==> src/rtl/gpio_serial_loader.sv <==
// Serial configuration loader for the user-project GPIO pad control chain.
// Optional macro GPIO_SERIAL_LOADER_RT_DIV_EN adds a run-time clk_div port.
module gpio_serial_loader #(
  parameter int unsigned NUM_PADS = 38,
  parameter int unsigned CFG_BITS = 13,
  parameter int unsigned CLK_DIV  = 4
) (
  input  logic                        clock,
  input  logic                        resetb,
`ifdef GPIO_SERIAL_LOADER_RT_DIV_EN
  input  logic [7:0]                  clk_div,
`endif
  input  logic                        start,
  output logic                        busy,
  output logic                        done,
  output logic [$clog2(NUM_PADS)-1:0] cfg_idx,
  input  logic [CFG_BITS-1:0]         cfg_data,
  output logic                        serial_clock,
  output logic                        serial_data,
  output logic                        serial_load,
  output logic                        serial_resetn
);

  localparam int unsigned IW = $clog2(NUM_PADS);
  localparam int unsigned BW = (CFG_BITS > 1) ? $clog2(CFG_BITS) : 1;
`ifdef GPIO_SERIAL_LOADER_RT_DIV_EN
  localparam int unsigned TW = 9;
`else
  localparam int unsigned TW = $clog2(2 * CLK_DIV) + 1;
`endif
  localparam logic [IW-1:0] LastPad = IW'(NUM_PADS - 1);
  localparam logic [BW-1:0] LastBit = BW'(CFG_BITS - 1);

  typedef enum logic [2:0] {
    StIdle,
    StChainRst,
    StFetch,
    StWait,
    StShiftLo,
    StShiftHi,
    StLoad,
    StFinish
  } state_e;

  state_e state_q, state_d;

  logic [TW-1:0]       timer_q, timer_d;
  logic [BW-1:0]       bit_q, bit_d;
  logic [IW-1:0]       idx_q, idx_d;
  logic [CFG_BITS-1:0] sr_q, sr_d;
  logic                timer_done;

  logic busy_q, busy_d;
  logic done_q, done_d;
  logic sclk_q, sclk_d;
  logic sdat_q, sdat_d;
  logic load_q, load_d;
  logic srn_q, srn_d;

  // half: half-period in force for the running sequence; half_req: value taken on start
  logic [TW-1:0] half, half_req;

`ifdef GPIO_SERIAL_LOADER_RT_DIV_EN
  logic [TW-1:0] half_q, half_d;

  assign half_req = (clk_div == 8'd0) ? TW'(1) : TW'(clk_div);
  assign half     = half_q;

  always_comb begin
    half_d = half_q;
    if (state_q == StIdle && start) begin
      half_d = half_req;
    end
  end

  always_ff @(posedge clock or negedge resetb) begin
    if (!resetb) begin
      half_q <= TW'(1);
    end else begin
      half_q <= half_d;
    end
  end
`else
  assign half     = TW'(CLK_DIV);
  assign half_req = TW'(CLK_DIV);
`endif

  // State register
  always_ff @(posedge clock or negedge resetb) begin
    if (!resetb) begin
      state_q <= StIdle;
    end else begin
      state_q <= state_d;
    end
  end

  // Datapath registers
  always_ff @(posedge clock or negedge resetb) begin
    if (!resetb) begin
      timer_q <= '0;
      bit_q   <= '0;
      idx_q   <= LastPad;
      sr_q    <= '0;
    end else begin
      timer_q <= timer_d;
      bit_q   <= bit_d;
      idx_q   <= idx_d;
      sr_q    <= sr_d;
    end
  end

  assign timer_done = (timer_q == '0);

  // Next-state and datapath
  always_comb begin
    state_d = state_q;
    timer_d = timer_done ? timer_q : timer_q - TW'(1);
    bit_d   = bit_q;
    idx_d   = idx_q;
    sr_d    = sr_q;
    unique case (state_q)
      StIdle: begin
        if (start) begin
          state_d = StChainRst;
          timer_d = (half_req << 1) - TW'(1);
          idx_d   = LastPad;
        end
      end
      StChainRst: begin
        if (timer_done) begin
          state_d = StFetch;
        end
      end
      StFetch: begin
        state_d = StWait;
      end
      StWait: begin
        sr_d    = cfg_data;
        bit_d   = LastBit;
        timer_d = half - TW'(1);
        state_d = StShiftLo;
      end
      StShiftLo: begin
        if (timer_done) begin
          timer_d = half - TW'(1);
          state_d = StShiftHi;
        end
      end
      StShiftHi: begin
        if (timer_done) begin
          if (bit_q != '0) begin
            bit_d   = bit_q - BW'(1);
            timer_d = half - TW'(1);
            state_d = StShiftLo;
          end else if (idx_q != '0) begin
            idx_d   = idx_q - IW'(1);
            state_d = StFetch;
          end else begin
            timer_d = (half << 1) - TW'(1);
            state_d = StLoad;
          end
        end
      end
      StLoad: begin
        if (timer_done) begin
          state_d = StFinish;
        end
      end
      StFinish: begin
        idx_d   = LastPad;
        state_d = StIdle;
      end
      default: state_d = StIdle;
    endcase
  end

  // Outputs are decoded from the next state so every port comes straight from a flop
  always_comb begin
    busy_d = 1'b1;
    done_d = 1'b0;
    sclk_d = 1'b0;
    load_d = 1'b0;
    srn_d  = 1'b1;
    sdat_d = sdat_q;
    unique case (state_d)
      StIdle: begin
        busy_d = 1'b0;
        sdat_d = 1'b0;
      end
      StChainRst: srn_d  = 1'b0;
      StShiftLo:  sdat_d = sr_d[bit_d];
      StShiftHi:  sclk_d = 1'b1;
      StLoad:     load_d = 1'b1;
      StFinish:   done_d = 1'b1;
      default: ;
    endcase
  end

  always_ff @(posedge clock or negedge resetb) begin
    if (!resetb) begin
      busy_q <= 1'b0;
      done_q <= 1'b0;
      sclk_q <= 1'b0;
      sdat_q <= 1'b0;
      load_q <= 1'b0;
      srn_q  <= 1'b0;
    end else begin
      busy_q <= busy_d;
      done_q <= done_d;
      sclk_q <= sclk_d;
      sdat_q <= sdat_d;
      load_q <= load_d;
      srn_q  <= srn_d;
    end
  end

  assign busy          = busy_q;
  assign done          = done_q;
  assign cfg_idx       = idx_q;
  assign serial_clock  = sclk_q;
  assign serial_data   = sdat_q;
  assign serial_load   = load_q;
  assign serial_resetn = srn_q;

endmodule

==> config.mk <==
export PLATFORM = sky130hd
export DESIGN_NAME = gpio_serial_loader
export DESIGN_NICKNAME = d
export VERILOG_FILES = /design/src/rtl/gpio_serial_loader.sv
export SDC_FILE = /design/constraint.sdc
export NUM_CORES = 1
export LEC_CHECK = 0
export ABC_AREA = 1
export BUFFER_PORTS_ARGS = -buffer_cell sky130_fd_sc_hd__buf_4
export CORE_ASPECT_RATIO = 0.6
export CORE_UTILIZATION = 55
export DETAILED_ROUTE_END_ITERATION = 8
export PLACE_DENSITY_LB_ADDON = 0.3
export SETUP_SLACK_MARGIN = 0.4
export SLEW_MARGIN = 20
export SYNTH_ARGS = -nofsm -noshare
export SYNTH_HDL_FRONTEND = slang
export SYNTH_SLANG_ARGS = --single-unit
export TNS_END_PERCENT = 20
==> constraint.sdc <==
create_clock -name clock -period 2.4 [get_ports clock]
set_input_delay 0.48 -clock clock [delete_from_list [all_inputs] [get_ports clock]]
set_output_delay 0.48 -clock clock [all_outputs]
set_load 0.005 [all_outputs]
==> out/results.tsv <==
metric	value	unit
Hold Vio Cnt, Final	0	
Post-Syn Instances	249	
share of layout cells above drive strength 1	29.8	%
Max-cap violations	0	
Seq pwr share	52.4	%
vias post-DR	1741	
die area	3850	µm²
worst setup margin	0.504	ns
sum of negative setup slack	0	ns
Final Critical Period	1.90	ns
first-pass GRT wire length	7420	µm
CTS tree	done	
Nets	303	
CP Data Required Time	2.58	ns
Sw Share	20.0	%
CTS Buf Count	5	
startpoint types	flop	
drt drc	0	
Synthesized Nets	268	
Crit path arrival time	2.07	ns
Mapped Area	1980	µm²
Pwr Density	482	nW/µm²
Routed Antenna Nets	0	
vias in the first global route	1619	
Overall Global Routing Usage	25.5	%
register area share after synthesis	45.7	%
clock root buffer	clkbuf_8	
Slew Limit Fails	0	
clock slew at reported path FFs	0.07	ns
critical path class	flop to flop	
Avg Synthesized Cell Area	7.94	µm²
drt wl/cell	13.5	µm
overall power	0.00119	W
row count	16	
synth unique cells	30	
drt first-iter violations	170	
CTS HTree Levels	2	
Least-Margin Pin Slew	0.490	ns
width of the die	79.4	µm
slew margin rel.	67.3	%
Synth top area share	41.7	%
Clock power frac	43.3	%
Layout Skew	0.0102	ns
worst r2r path cells	11	
synth top area cells	dfrtp_1 42%, nand2_1 16%, nand3_1 6.8%, inv_1 4.4%, dfstp_2 4.0%	
Post-DP HPWL	3200	µm
Core Footprint	3340	µm²
worst-path maximum fanout	5	
top-level I/O count	28	
Area Overhead vs Synth	24.6	%
Fillers	255	
fmax	0.528	GHz
routed wire length	4460	µm
Placement Setup Slack	0.348	ns
YS warnings	0	
remaining global-route overflow	0	
async set-reset flop share out of synthesis	100	%
P_leak	1.23	nW
RSZ-0062 raised after global routing	true	
largest net degree at the start of global routing	37	
EDFF count, synth	0	
worst skew pair latency	0.29	ns
Max rail drop VDD	341	µV
Worst setup EP type	flop	
outcome	finished clean	
GP Congestion	0.825	
#FFs+latches synth	36	
Top FF cell, synth	dfrtp_1	
combinational fraction of design power	4.4	%
die height	48.5	µm
DRT Pass-1 Iters	4	
Antenna Cells	0	
Initial Util	59.2	%
vias per inst	5.28	
clk buf depth	2	
Hold Path Class	input port to asynchronous set/reset pin	
Sink Count	36	
Port Buffers	27	
Psw	0.000238	W
Power Internal	0.000950	W
initial antenna violation count	0	
Synth area leader	dfrtp_1	
Final setup viols	0	
Tcrit/Tclk final	79.0	%
[cell usage after synthesis (2+ instances only)]
master,n
dfrtp_1,33
nand4_1,3
inv_2,4
nand2_1,84
nand2_4,5
xor2_1,2
ha_1,3
nand2_2,2
buf_2,2
o21ai_0,9
nor4_1,2
nor2_2,2
a21oi_1,5
nand3_4,3
nor2_1,19
inv_1,23
buf_4,2
nand3_1,27
dfstp_2,3
nor3_1,6
[kinds of logic after synthesis]
logic type               after synthesis  synth area share (%)
flip-flops                            36                  45.7
AND/OR/NAND/NOR                      155                  37.8
buffers and inverters                 32                  6.96
XOR/XNOR                               2                 0.886
adder cells (fa/ha/maj)                3                  1.90
AO/OA/AOI/OAI                         21                  6.77
[per-layer routing]
layer	routed length (µm)	vias up	GRT usage, %	part of all wire [%]
li1	-	877	-	-
met1	2270	784	40.4	51
met2	1800	73	32.9	40
met3	350	7	7.92	7.9
met4	42	0	6.97	0.94
met5	0	-	0	0
[final timing paths]
check                              end   startpoint  slack, ns
hold / removal              cfg_idx[1]       resetb       0.13
min in group clock             sr_q[3]  cfg_data[3]       0.43
setup / recovery           serial_data     bit_q[0]       0.50
hold reg to reg                sr_q[8]      sr_q[8]       0.48
setup reg to reg           serial_data     bit_q[0]       0.50
max in group asynchronous   cfg_idx[5]       resetb       1.91
[cell type report]
type / count / area [µm²] / share of cell area, %
multi-input cells: 181 / 1040 / 42.3
flip-flops and latches: 36 / 908 / 36.9
repair buffers: 33 / 248 / 10.1
inverters: 27 / 101 / 4.11
clock buffers: 6 / 72.6 / 2.94
well taps: 45 / 56.3 / 2.28
clock inverters: 2 / 35.0 / 1.42
[worst max-delay path: stages, from the launching register on]
cell and delay, ns:
dfrtp_2 0.45, inv_1 0.13, ha_1 0.20, nand3_2 0.17, nor3_2 0.24, nand3_1 0.14, nand2_1 0.16, inv_1 0.07
nand2_1 0.07, a21oi_1 0.04, nand2_1 0.06, nand2_1 0.05
[state kept, by name, indices dropped and copies added, names as in the netlist]
| register | flops |
|---|---|
| sr_q | 13 |
| cfg_idx | 6 |
| bit_q | 4 |
| timer_q | 4 |
| state_q | 3 |
| busy | 1 |
| done | 1 |
| serial_clock | 1 |
| serial_data | 1 |
| serial_load | 1 |
| serial_resetn | 1 |
[power groups by stage]
stage / clock network, W / registers [W] / logic, W
detailed placement: 0 / 0.000633 / 0.0000528
global route: 0.000552 / 0.000623 / 0.0000596
floorplan: 0 / 0.000633 / 0.0000159
CTS: 0.000525 / 0.000622 / 0.0000531
global placement: 0 / 0.000633 / 0.0000518
finish: 0.000514 / 0.000622 / 0.0000520
[layout by cell type, fill, tap and decap left out, types with 2 or more instances in the layout]
cell	synthesis	final
a21oi_1	5	3
buf_4	2	33
clkbuf_8	0	5
dfrtp_1	33	30
dfrtp_2	0	3
dfstp_2	3	3
ha_4	0	2
inv_1	23	22
inv_2	4	5
nand2_1	84	79
nand2_2	2	6
nand2_4	5	6
nand3_1	27	24
nand3_2	1	4
nand3_4	3	3
nand4_1	3	3
nor2_1	19	13
nor2_2	2	5
nor2_4	0	3
nor3_1	6	5
nor4_1	2	2
o21ai_0	9	8
xor2_1	2	2
[repair_timing]
| item | 4_1_cts | 5_1_grt |
|---|---|---|
| pin swaps | 0 | 6 |
| gates cloned | 0 | 0 |
| endpoints found under the hold margin | 0 | 0 |
| hold buffers | 0 | 0 |
| endpoints found under the setup margin | 2 | 6 |
| setup buffers | 0 | 3 |
| resized for setup | 1 | 30 |
[metrics by stage]
| stage | std cells | hold WS (ns) | cell area (µm²) | util, % |
|---|---|---|---|---|
| finish | 330 | 0.133 | 2460 | 73.7 |
| global route | 330 | 0.175 | 2460 | 73.7 |
| CTS | 327 | 0.151 | 2330 | 69.8 |
| detailed placement | 319 | 0.460 | 2220 | 66.5 |
| global placement | 319 | 0.456 | 2220 | 66.5 |
| floorplan | 249 | 0.184 | 1980 | - |
No activity file was read; power rests on OpenSTA's default activity.
